### src/rtl/pipe_stage_reg.sv
// pipe_stage_reg: valid/ready pipeline register stage.
// Build option PIPE_STAGE_REG_SKID_EN:
//   defined   - two entries (main + skid). in_ready is registered and has no
//               combinational path from out_ready.
//   undefined - single main entry. in_ready = !out_valid || out_ready
//               (combinational) and occupancy never exceeds 1.
// flush is the synchronous discard of all held entries and overrides accept
// and release. rst is an asynchronous active-high reset.
module pipe_stage_reg #(
    parameter int                DATA_W     = 32,
    parameter logic [DATA_W-1:0] RESET_DATA = {DATA_W{1'b0}}
) (
    input  logic              clk,
    input  logic              rst,
    input  logic              flush,
    input  logic              in_valid,
    output logic              in_ready,
    input  logic [DATA_W-1:0] in_data,
    output logic              out_valid,
    input  logic              out_ready,
    output logic [DATA_W-1:0] out_data,
    output logic [1:0]        occupancy
);

    // Main entry: always drives out_valid/out_data.
    logic              main_valid_r;
    logic [DATA_W-1:0] main_data_r;
    logic              main_valid_nxt_s;
    logic [DATA_W-1:0] main_data_nxt_s;

    // Handshake qualifiers for the current cycle.
    logic              accept_s;
    logic              release_s;

    assign release_s = main_valid_r && out_ready;
    assign out_valid = main_valid_r;
    assign out_data  = main_data_r;

`ifdef PIPE_STAGE_REG_SKID_EN

    // Skid entry catches the payload accepted while main is stalled.
    logic              skid_valid_r;
    logic [DATA_W-1:0] skid_data_r;
    logic              skid_valid_nxt_s;
    logic [DATA_W-1:0] skid_data_nxt_s;
    logic              in_ready_r;
    logic [1:0]        occupancy_r;

    // in_ready is a flop, so upstream never sees out_ready combinationally.
    assign accept_s  = in_valid && in_ready_r;
    assign in_ready  = in_ready_r;
    assign occupancy = occupancy_r;

    // Next-state selection for both entries; flush overrides every transfer.
    always_comb begin
        main_valid_nxt_s = main_valid_r;
        main_data_nxt_s  = main_data_r;
        skid_valid_nxt_s = skid_valid_r;
        skid_data_nxt_s  = skid_data_r;
        if (flush) begin
            main_valid_nxt_s = 1'b0;
            main_data_nxt_s  = RESET_DATA;
            skid_valid_nxt_s = 1'b0;
            skid_data_nxt_s  = RESET_DATA;
        end else if (release_s && skid_valid_r) begin
            // in_ready is low while skid is full, so no accept can collide here.
            main_valid_nxt_s = 1'b1;
            main_data_nxt_s  = skid_data_r;
            skid_valid_nxt_s = 1'b0;
        end else if (accept_s && (!main_valid_r || release_s)) begin
            main_valid_nxt_s = 1'b1;
            main_data_nxt_s  = in_data;
        end else if (accept_s) begin
            // Main held and stalled: park the payload in the (empty) skid.
            skid_valid_nxt_s = 1'b1;
            skid_data_nxt_s  = in_data;
        end else if (release_s) begin
            // Data is kept so out_data shows the last released payload.
            main_valid_nxt_s = 1'b0;
        end else begin
            main_valid_nxt_s = main_valid_r;
        end
    end

    // State registers; in_ready and occupancy are derived from next state.
    always_ff @(posedge clk or posedge rst) begin
        if (rst) begin
            main_valid_r <= 1'b0;
            main_data_r  <= RESET_DATA;
            skid_valid_r <= 1'b0;
            skid_data_r  <= RESET_DATA;
            in_ready_r   <= 1'b1;
            occupancy_r  <= 2'd0;
        end else begin
            main_valid_r <= main_valid_nxt_s;
            main_data_r  <= main_data_nxt_s;
            skid_valid_r <= skid_valid_nxt_s;
            skid_data_r  <= skid_data_nxt_s;
            in_ready_r   <= !skid_valid_nxt_s;
            occupancy_r  <= {1'b0, main_valid_nxt_s} + {1'b0, skid_valid_nxt_s};
        end
    end

`else

    // Single entry: accept whenever main is empty or drains this cycle.
    assign in_ready  = !main_valid_r || out_ready;
    assign accept_s  = in_valid && in_ready;
    assign occupancy = {1'b0, main_valid_r};

    // Next-state selection for the main entry; flush overrides every transfer.
    always_comb begin
        main_valid_nxt_s = main_valid_r;
        main_data_nxt_s  = main_data_r;
        if (flush) begin
            main_valid_nxt_s = 1'b0;
            main_data_nxt_s  = RESET_DATA;
        end else if (accept_s) begin
            main_valid_nxt_s = 1'b1;
            main_data_nxt_s  = in_data;
        end else if (release_s) begin
            // Data is kept so out_data shows the last released payload.
            main_valid_nxt_s = 1'b0;
        end else begin
            main_valid_nxt_s = main_valid_r;
        end
    end

    // Main entry registers.
    always_ff @(posedge clk or posedge rst) begin
        if (rst) begin
            main_valid_r <= 1'b0;
            main_data_r  <= RESET_DATA;
        end else begin
            main_valid_r <= main_valid_nxt_s;
            main_data_r  <= main_data_nxt_s;
        end
    end

`endif

endmodule
### config.mk
export PLATFORM = sky130hd
export DESIGN_NAME = pipe_stage_reg
export DESIGN_NICKNAME = d
export VERILOG_FILES = /design/src/rtl/pipe_stage_reg.sv
export SDC_FILE = /design/constraint.sdc
export NUM_CORES = 1
export LEC_CHECK = 0
export BUFFER_PORTS_ARGS = -buffer_cell sky130_fd_sc_hd__buf_2
export CORE_MARGIN = 2
export CORE_UTILIZATION = 35
export DETAILED_ROUTE_END_ITERATION = 16
export GPL_ROUTABILITY_DRIVEN = 0
export MAX_ROUTING_LAYER = met4
export PLACE_DENSITY = 0.66
export SLEW_MARGIN = 20
export SYNTH_ARGS = -nofsm -noshare
export SYNTH_HDL_FRONTEND = slang
export SYNTH_SLANG_ARGS = --single-unit
### constraint.sdc
create_clock -name clk -period 1 [get_ports clk]
set_input_delay 0.1 -clock clk [delete_from_list [all_inputs] [get_ports clk]]
set_output_delay 0.1 -clock clk [all_outputs]
set_load 0.005 [all_outputs]
After elaboration in Yosys (flattened, before gate mapping) --
Cells that the tools add are included.
Operators by class: reductions and logical operators 6, div/mod/pow operators 0, $lt $le $gt $ge 0, bitwise gates (word level) 0, add/sub/neg operators 0, eq/ne operators 0, shifts and indexed selects 0, multipliers 0, multiplexer cells 5
Operators with widths (number):
- $mux 32 | 2
- $mux 1 | 3
- $reduce_bool 3->1 | 1
- $logic_and 1x1->1 | 2
- $reduce_bool 2->1 | 1
- $logic_not 1->1 | 1
- $logic_or 1x1->1 | 1
Word-level totals: bits in read-only memories 0, memories 0, bits in writable memories 0, logic and storage cells 13, bits in latches 0, register bits 33

Longest topological paths before layout --
Gate-level depths: netlist of run 1.
depth in word-level cells 5, gate-level depth with buffers 5

Worst setup path after synthesis of run 1 --
No wires, ideal clock.
path type reg-to-reg, from reg main_valid_r, in the netlist out_valid, to reg main_data_r[10], in the netlist out_data[10], arrival 1013 ps, required time 924 ps, stages on the path, launching flop included 6, clock period less this slack 1089 ps, path slack -89 ps, cell sequence dfrtp_1 > nand2b_4 > buf_6 > buf_6 > a21bo_1 > a21oi_2
Between the ends: cells in the longest elaborated chain, start to end 4
RTL lines:
- from (decl) | line 26 | logic main_valid_r;
- from (signal assigned) | line 135 | main_valid_r <= main_valid_nxt_s;
- $logic_not 1->1 | line 107 | assign in_ready = !main_valid_r || out_ready;
- $logic_or 1x1->1 | line 107
- $logic_and 1x1->1 | line 108 | assign accept_s = in_valid && in_ready;
- $reduce_bool 2->1 (no source line)
- to (signal assigned) | line 136 | main_data_r <= main_data_nxt_s;
- to (decl) | line 27 | logic [DATA_W-1:0] main_data_r;
Every way passes these cells. A chain may end at the register's enable or synchronous reset.

Worst setup path after layout of run 1 --
from reg main_valid_r, in the netlist out_valid, to out in_ready
Between the ends: cells in the longest elaborated chain, start to end 2
RTL lines:
- $logic_not 1->1 | line 107
- $logic_or 1x1->1 | line 107
- to (decl) | line 17 | output logic in_ready,
Every way passes these cells.

==> reports/qor.txt, run 1 <==
Reg-to-reg slack, setup - -0.10 ns
Port bufs - 71
Root Buffer - clkbuf_8
Vias/cell - 4.87
Initial antenna violation count - 0
Share of cells above drive strength 1 - 0.627
Final setup viols - 35
Average size of a mapped cell - 10.6 µm²
CTS Buf Count - 5
CTS tree - done
Failing checks - negative setup slack
CTS Buffer Depth - 2
Syn nets - 191
Worst EP arrival - 1.01 ns
Static Leak - 1.14 nW
Worst setup SP type - register
Min Clock Period, post-route - 1.11 ns
Mapped Area - 0.00163 mm²
Drt first pass iters - 4
Hold slack - 0.0659 ns
Final cycle utilization of the critical path - 1.11
Effective utilization at floorplan - 0.370
Reg2Reg Launch Point - out_valid
Final Hold Fails - 0
Number of max-cap violations - 0
Worst reg2reg path endpoint - out_data[9]
Slew Limit Fails - 0
DRT iter0 DRCs - 85
Placed cell count - 266
H-tree depth - 2
CP Max Fanout - 4
First-pass GRT wire length - 5730 µm
Synth warn - 0
I/O Pins - 73
Hold Path Origin - in_data[25]
Post-synthesis cell type count - 14
DIE HEIGHT - 72.3 µm
Core Region - 0.00441 mm²
Largest net degree at the start of global routing - 36
Class of the worst hold path - in2reg
Drc violations - 0
Seq/Total Area, Yosys - 0.506
GRT Residual Overflow - 0
Critical path class - reg2out
Status - complete, but fails checks
Reg clk slew, reported paths - 0.06 ns
Die width - 72.3 µm
Final WL - 3670 µm
Overall die area - 0.00522 mm²
Crit end category - primary output
Max rail drop VDD - 0.759 mV
Routed wire per std cell - 13.2 µm
Vias - 1349
Core Rows - 24
Clk_lat worst skew - 0.28 ns
Utilization after layout - 0.522
Total GRT Usage - 0.145
Hold Path End - out_data[25]
Routed Antenna Nets - 0
Unrepaired setup endpoints after global routing - true
Power per cell area - 1300 mW/mm²
Post-DP HPWL - 2350 µm
Final worst setup slack - -0.113 ns
Nets - 262
Max Clk Rate - 898 MHz
Worst hold path stage count - 3
# diodes - 0
Req. time, crit path - 0.90 ns
Clock Skew - 0.00268 ns
Clock Sink Count - 33
#FFs+latches synth - 33
Final cell count without fillers - 277
Area delta synth->final - 41.3%
Vias in the first global route - 1318
Worst R2R Path Depth - 5
Synth Instances - 154
[layout make-up]
type                       count  area (µm²)
fill                         422        2110
sequential                    33         826
multi-input combinational     99         769
timing repair buffer          84         552
clock buffer                   7        86.3
tap                           52        65.1
inverter                       2        7.51
[stage by stage]
stage	instance area, µm²	power, W	setup TNS [ns]	setup WS, ns
global placement	2080	0.00197	-0.710	-0.0436
global route	2310	0.00315	-4.60	-0.161
detailed placement	2080	0.00197	-1.53	-0.0703
floorplan	1640	0.00175	-0.814	-0.0518
finish	2310	0.00299	-2.48	-0.113
CTS	2250	0.00301	-2.56	-0.126
[cells in the mapped netlist, drive strengths merged]
master  count  area, µm²
a21oi      33        188
dfrtp      33        826
a21bo      32        320
nand3      32        160
buf        15       92.6
clkbuf      5       20.0
inv         2       7.51
conb        1       3.75
nand2b      1       13.8
[logic make-up (layout without fill, tap and decap cells)]
| kind of cell | Yosys count | after routing | synth area share |
|---|---|---|---|
| DFF | 33 | 33 | 0.506 |
| AOI/OAI and AO/OA | 65 | 65 | 0.311 |
| other | 1 | 1 | 0.00230 |
| and+or+nand+nor | 33 | 33 | 0.107 |
| buffers and inverters | 22 | 93 | 0.0736 |
[routing by layer]
| metal | GRT usage | wire (µm) | up-vias | part of all wire |
|---|---|---|---|---|
| li1 | - | - | 682 | - |
| met1 | 0.190 | 1740 | 621 | 0.47 |
| met2 | 0.216 | 1690 | 44 | 0.46 |
| met3 | 0.0361 | 211 | 2 | 0.057 |
| met4 | 0.0545 | 22 | 0 | 0.0060 |
| met5 | - | 0 | - | 0 |
[critical path, cell delays in order (launching register included)]
cell and delay (ns):
dfrtp_1 0.41, nand2b_4 0.13, buf_8 0.12, buf_6 0.08
[how the worst max path moves through the flow]
stage,from,end,slack (ns),cells past startpoint
floorplan,out_valid,out_data[10],-0.05,5
global placement,out_valid,out_data[12],-0.04,4
detailed placement,out_valid,out_data[30],-0.07,4
CTS,out_valid,in_ready,-0.13,3
global route,out_valid,in_ready,-0.16,3
finish,out_valid,in_ready,-0.11,3
[registers in the layout (all words and copies together), names as in the netlist]
register / cells
out_data: 32
out_valid: 1
[where the power goes]
| part | total, W | switching [W] | internal, W |
|---|---|---|---|
| clock | 0.000989 | 0.000444 | 0.000545 |
| sequential | 0.00144 | 0.0000323 | 0.00141 |
| combinational | 0.000561 | 0.000267 | 0.000294 |
[cell usage in the layout (no fill, tap or decap)]
cell type,netlist,layout
a21bo_1,6,6
a21bo_2,26,24
a21bo_4,0,2
a21oi_1,27,8
a21oi_2,6,25
buf_12,0,6
buf_2,11,70
buf_4,2,3
buf_6,2,3
buf_8,0,1
clkbuf_1,4,1
clkbuf_8,0,6
conb_1,1,1
dfrtp_1,33,33
dlygate4sd3_1,0,1
inv_1,2,2
nand2b_4,1,1
nand3_1,32,32
[timing repair]
| action | in CTS | in global routing |
|---|---|---|
| hold buffers | 1 | 0 |
| cloned | 0 | 0 |
| setup buffers | 2 | 1 |
| pin swaps | 7 | 0 |
| endpoints found under the setup margin | 34 | 36 |
| hold endpoints to repair | 33 | 0 |
| resized for setup | 14 | 12 |
No activity file was read; power rests on OpenSTA's default activity.
==> run 2, diff against run 1 <==
--- a/constraint.sdc
+++ b/constraint.sdc
@@ -3,2 +3,2 @@
 set_output_delay 0.1 -clock clk [all_outputs]
-set_load 0.005 [all_outputs]
+set_load 0.01 [all_outputs]
==> run 2 against run 1 <==
Effect of this change: the run still ends with negative setup slack left; via count grew 5.7%; critical path depth is 2 higher; worst setup slack lost 0.067 ns; combinational power rose by 14%; sequential power about the same; register-to-register slack worse by 0.08 ns; non-clock buffer count up 4; largest cell class unchanged.
==> reports/qor.txt, run 2 (synthesis results as in run 1) <==
Final setup viols - 35 (unchanged)
Vias - 1426 (+5.7%)
Placed cell count - 266 (unchanged)
Core Rows - 24 (unchanged)
Core Region - 0.00441 mm² (unchanged)
Effective utilization at floorplan - 0.370 (unchanged)
Total GRT Usage - 0.153 (+0.00893)
Drt first pass iters - 4 (unchanged)
Die width - 72.3 µm (unchanged)
Final Hold Fails - 0 (unchanged)
Status - complete, but fails checks
CTS Buf Count - 5 (unchanged)
Nets - 266 (+1.5%)
Delay-heaviest family, CP - flip-flops
Number of max-cap violations - 0 (unchanged)
Design Area, Final - 0.00244 mm² (+5.7%)
Min Clock Period, post-route - 1.18 ns (+0.0668 ns)
Reg clk slew, reported paths - 0.07 ns (about the same)
Final cycle utilization of the critical path - 1.18 (+0.0668)
Slew Limit Fails - 0 (unchanged)
H-tree depth - 2 (unchanged)
Port bufs - 71 (unchanged)
CP Max Fanout - 10 (+6)
Max rail drop VDD - 0.628 mV (-17%)
Clock Skew - 0.00669 ns (+0.00401 ns)
Worst setup SP type - register
Hold Path End - out_data[13]
Class of the worst hold path - in2reg
Crit path cell chain - nand2b_4, buf_12, buf_12, a21bo_2, a21oi_1
Root Buffer - clkbuf_8
Clock Sink Count - 33 (unchanged)
Routed Antenna Nets - 0 (unchanged)
Critical path class - reg2reg
Max Clk Rate - 847 MHz (-5.7%)
Crit end category - register
Failing checks - negative setup slack
CP peak stage delay - 0.39 ns (-0.02 ns)
Worst R2R Path Depth - 5 (unchanged)
Fill count - 402 (-4.7%)
Initial antenna violation count - 0 (unchanged)
Share of cells above drive strength 1 - 0.609 (-0.0180)
Crit path buffers/inverters - 2 (unchanged)
Routed wire per std cell - 14.0 µm (+5.7%)
Reg-to-reg slack, setup - -0.18 ns (-0.08 ns)
I/O Pins - 73 (unchanged)
Worst EP arrival - 1.38 ns (+0.37 ns)
Hold slack - 0.0680 ns (+0.00207 ns)
Hold Path Origin - in_data[13]
Req. time, crit path - 1.19 ns (+0.29 ns)
Final cell count without fillers - 282 (+1.8%)
First-pass GRT wire length - 6110 µm (+6.5%)
Largest register FFs - 32 (unchanged)
Final WL - 3950 µm (+7.6%)
Post-DP HPWL - 2480 µm (+5.7%)
Clk_lat worst skew - 0.27 ns (about the same)
Area after DPL - 0.00211 mm² (+1.2%)
GRT Residual Overflow - 0 (unchanged)
Worst reg2reg path endpoint - out_data[19]
Largest net degree at the start of global routing - 35 (-2.8%)
CTS Buffer Depth - 2 (unchanged)
Drc violations - 0 (unchanged)
Worst hold path stage count - 3 (unchanged)
CTS tree - done
CP dominant cell by count - buf_12
Reg2Reg Launch Point - out_valid
Area delta synth->final - 49.4%
Vias/cell - 5.06 (+3.8%)
Static Leak - 1.22 nW (+6.6%)
# diodes - 0 (unchanged)
Power per cell area - 1380 mW/mm² (+6.4%)
Slowest CP cell - dfrtp_1
Overall die area - 0.00522 mm² (unchanged)
Final worst setup slack - -0.180 ns (-0.0668 ns)
Vias in the first global route - 1287 (-2.4%)
Commonest non-fill, non-tap cell in the layout - buf_2
DRT iter0 DRCs - 42 (-51%)
Most frequent cells in the layout - buf_2 (70), dfrtp_1 (33), nand3_1 (31)
DIE HEIGHT - 72.3 µm (unchanged)
Unrepaired setup endpoints after global routing - true
run 2: stage by stage:
step,utilization,total power (W),setup TNS [ns],worst slack [ns]
5_1_grt,0.552,0.00352,-6.09,-0.215
4_1_cts,0.536,0.00337,-5.03,-0.177
6_report,0.552,0.00337,-4.74,-0.180
3_3_place_gp,0.477,0.00201,-1.25,-0.0632
2_1_floorplan,-,0.00178,-1.93,-0.0880
3_5_place_dp,0.477,0.00202,-2.17,-0.119
run 2: what timing repair did:
item / 4_1_cts / 5_1_grt
pin swaps: 9 / 14
setup buffers: 2 / 2
cloned: 2 / 1
endpoints found under the hold margin: 33 / 0
resized for setup: 14 / 6
hold buffers: 1 / 0
setup endpoints to repair: 35 / 36
run 2: cell type report:
cell class / instances / area [µm²] / area share
clock buffer: 7 / 86.3 / 0.0354
clock inverter: 1 / 30.0 / 0.0123
inverter: 2 / 7.51 / 0.00308
multi-input combinational: 99 / 761 / 0.312
sequential: 33 / 826 / 0.339
tap: 52 / 65.1 / 0.0267
timing repair buffer: 88 / 662 / 0.272
run 2: where the power goes:
part	switching (W)	internal (W)	total (W)
sequential	0.0000359	0.00141	0.00144
clock	0.000468	0.000812	0.00128
combinational	0.000306	0.000334	0.000641
run 2: worst max-delay path by stage:
stage                    from            to  slack [ns]  cells past startpoint
detailed placement  out_valid   out_data[3]       -0.12                      4
global route        out_valid  out_data[21]       -0.21                      5
finish              out_valid  out_data[19]       -0.18                      5
CTS                 out_valid   out_data[1]       -0.18                      5
global placement    out_valid  out_data[29]       -0.06                      4
floorplan           out_valid  out_data[10]       -0.09                      5
run 2: routing by layer:
| metal | part of all wire | wire length, µm | track usage |
|---|---|---|---|
| met5 | 0 | 0 | - |
| met4 | 0.0043 | 17 | 0.0440 |
| met2 | 0.48 | 1910 | 0.235 |
| met1 | 0.45 | 1790 | 0.205 |
| met3 | 0.059 | 234 | 0.0347 |
run 2: tightest hold or removal path: stages:
cell     delay (ns)
buf_2          0.09
nand3_1        0.05
a21oi_1        0.06
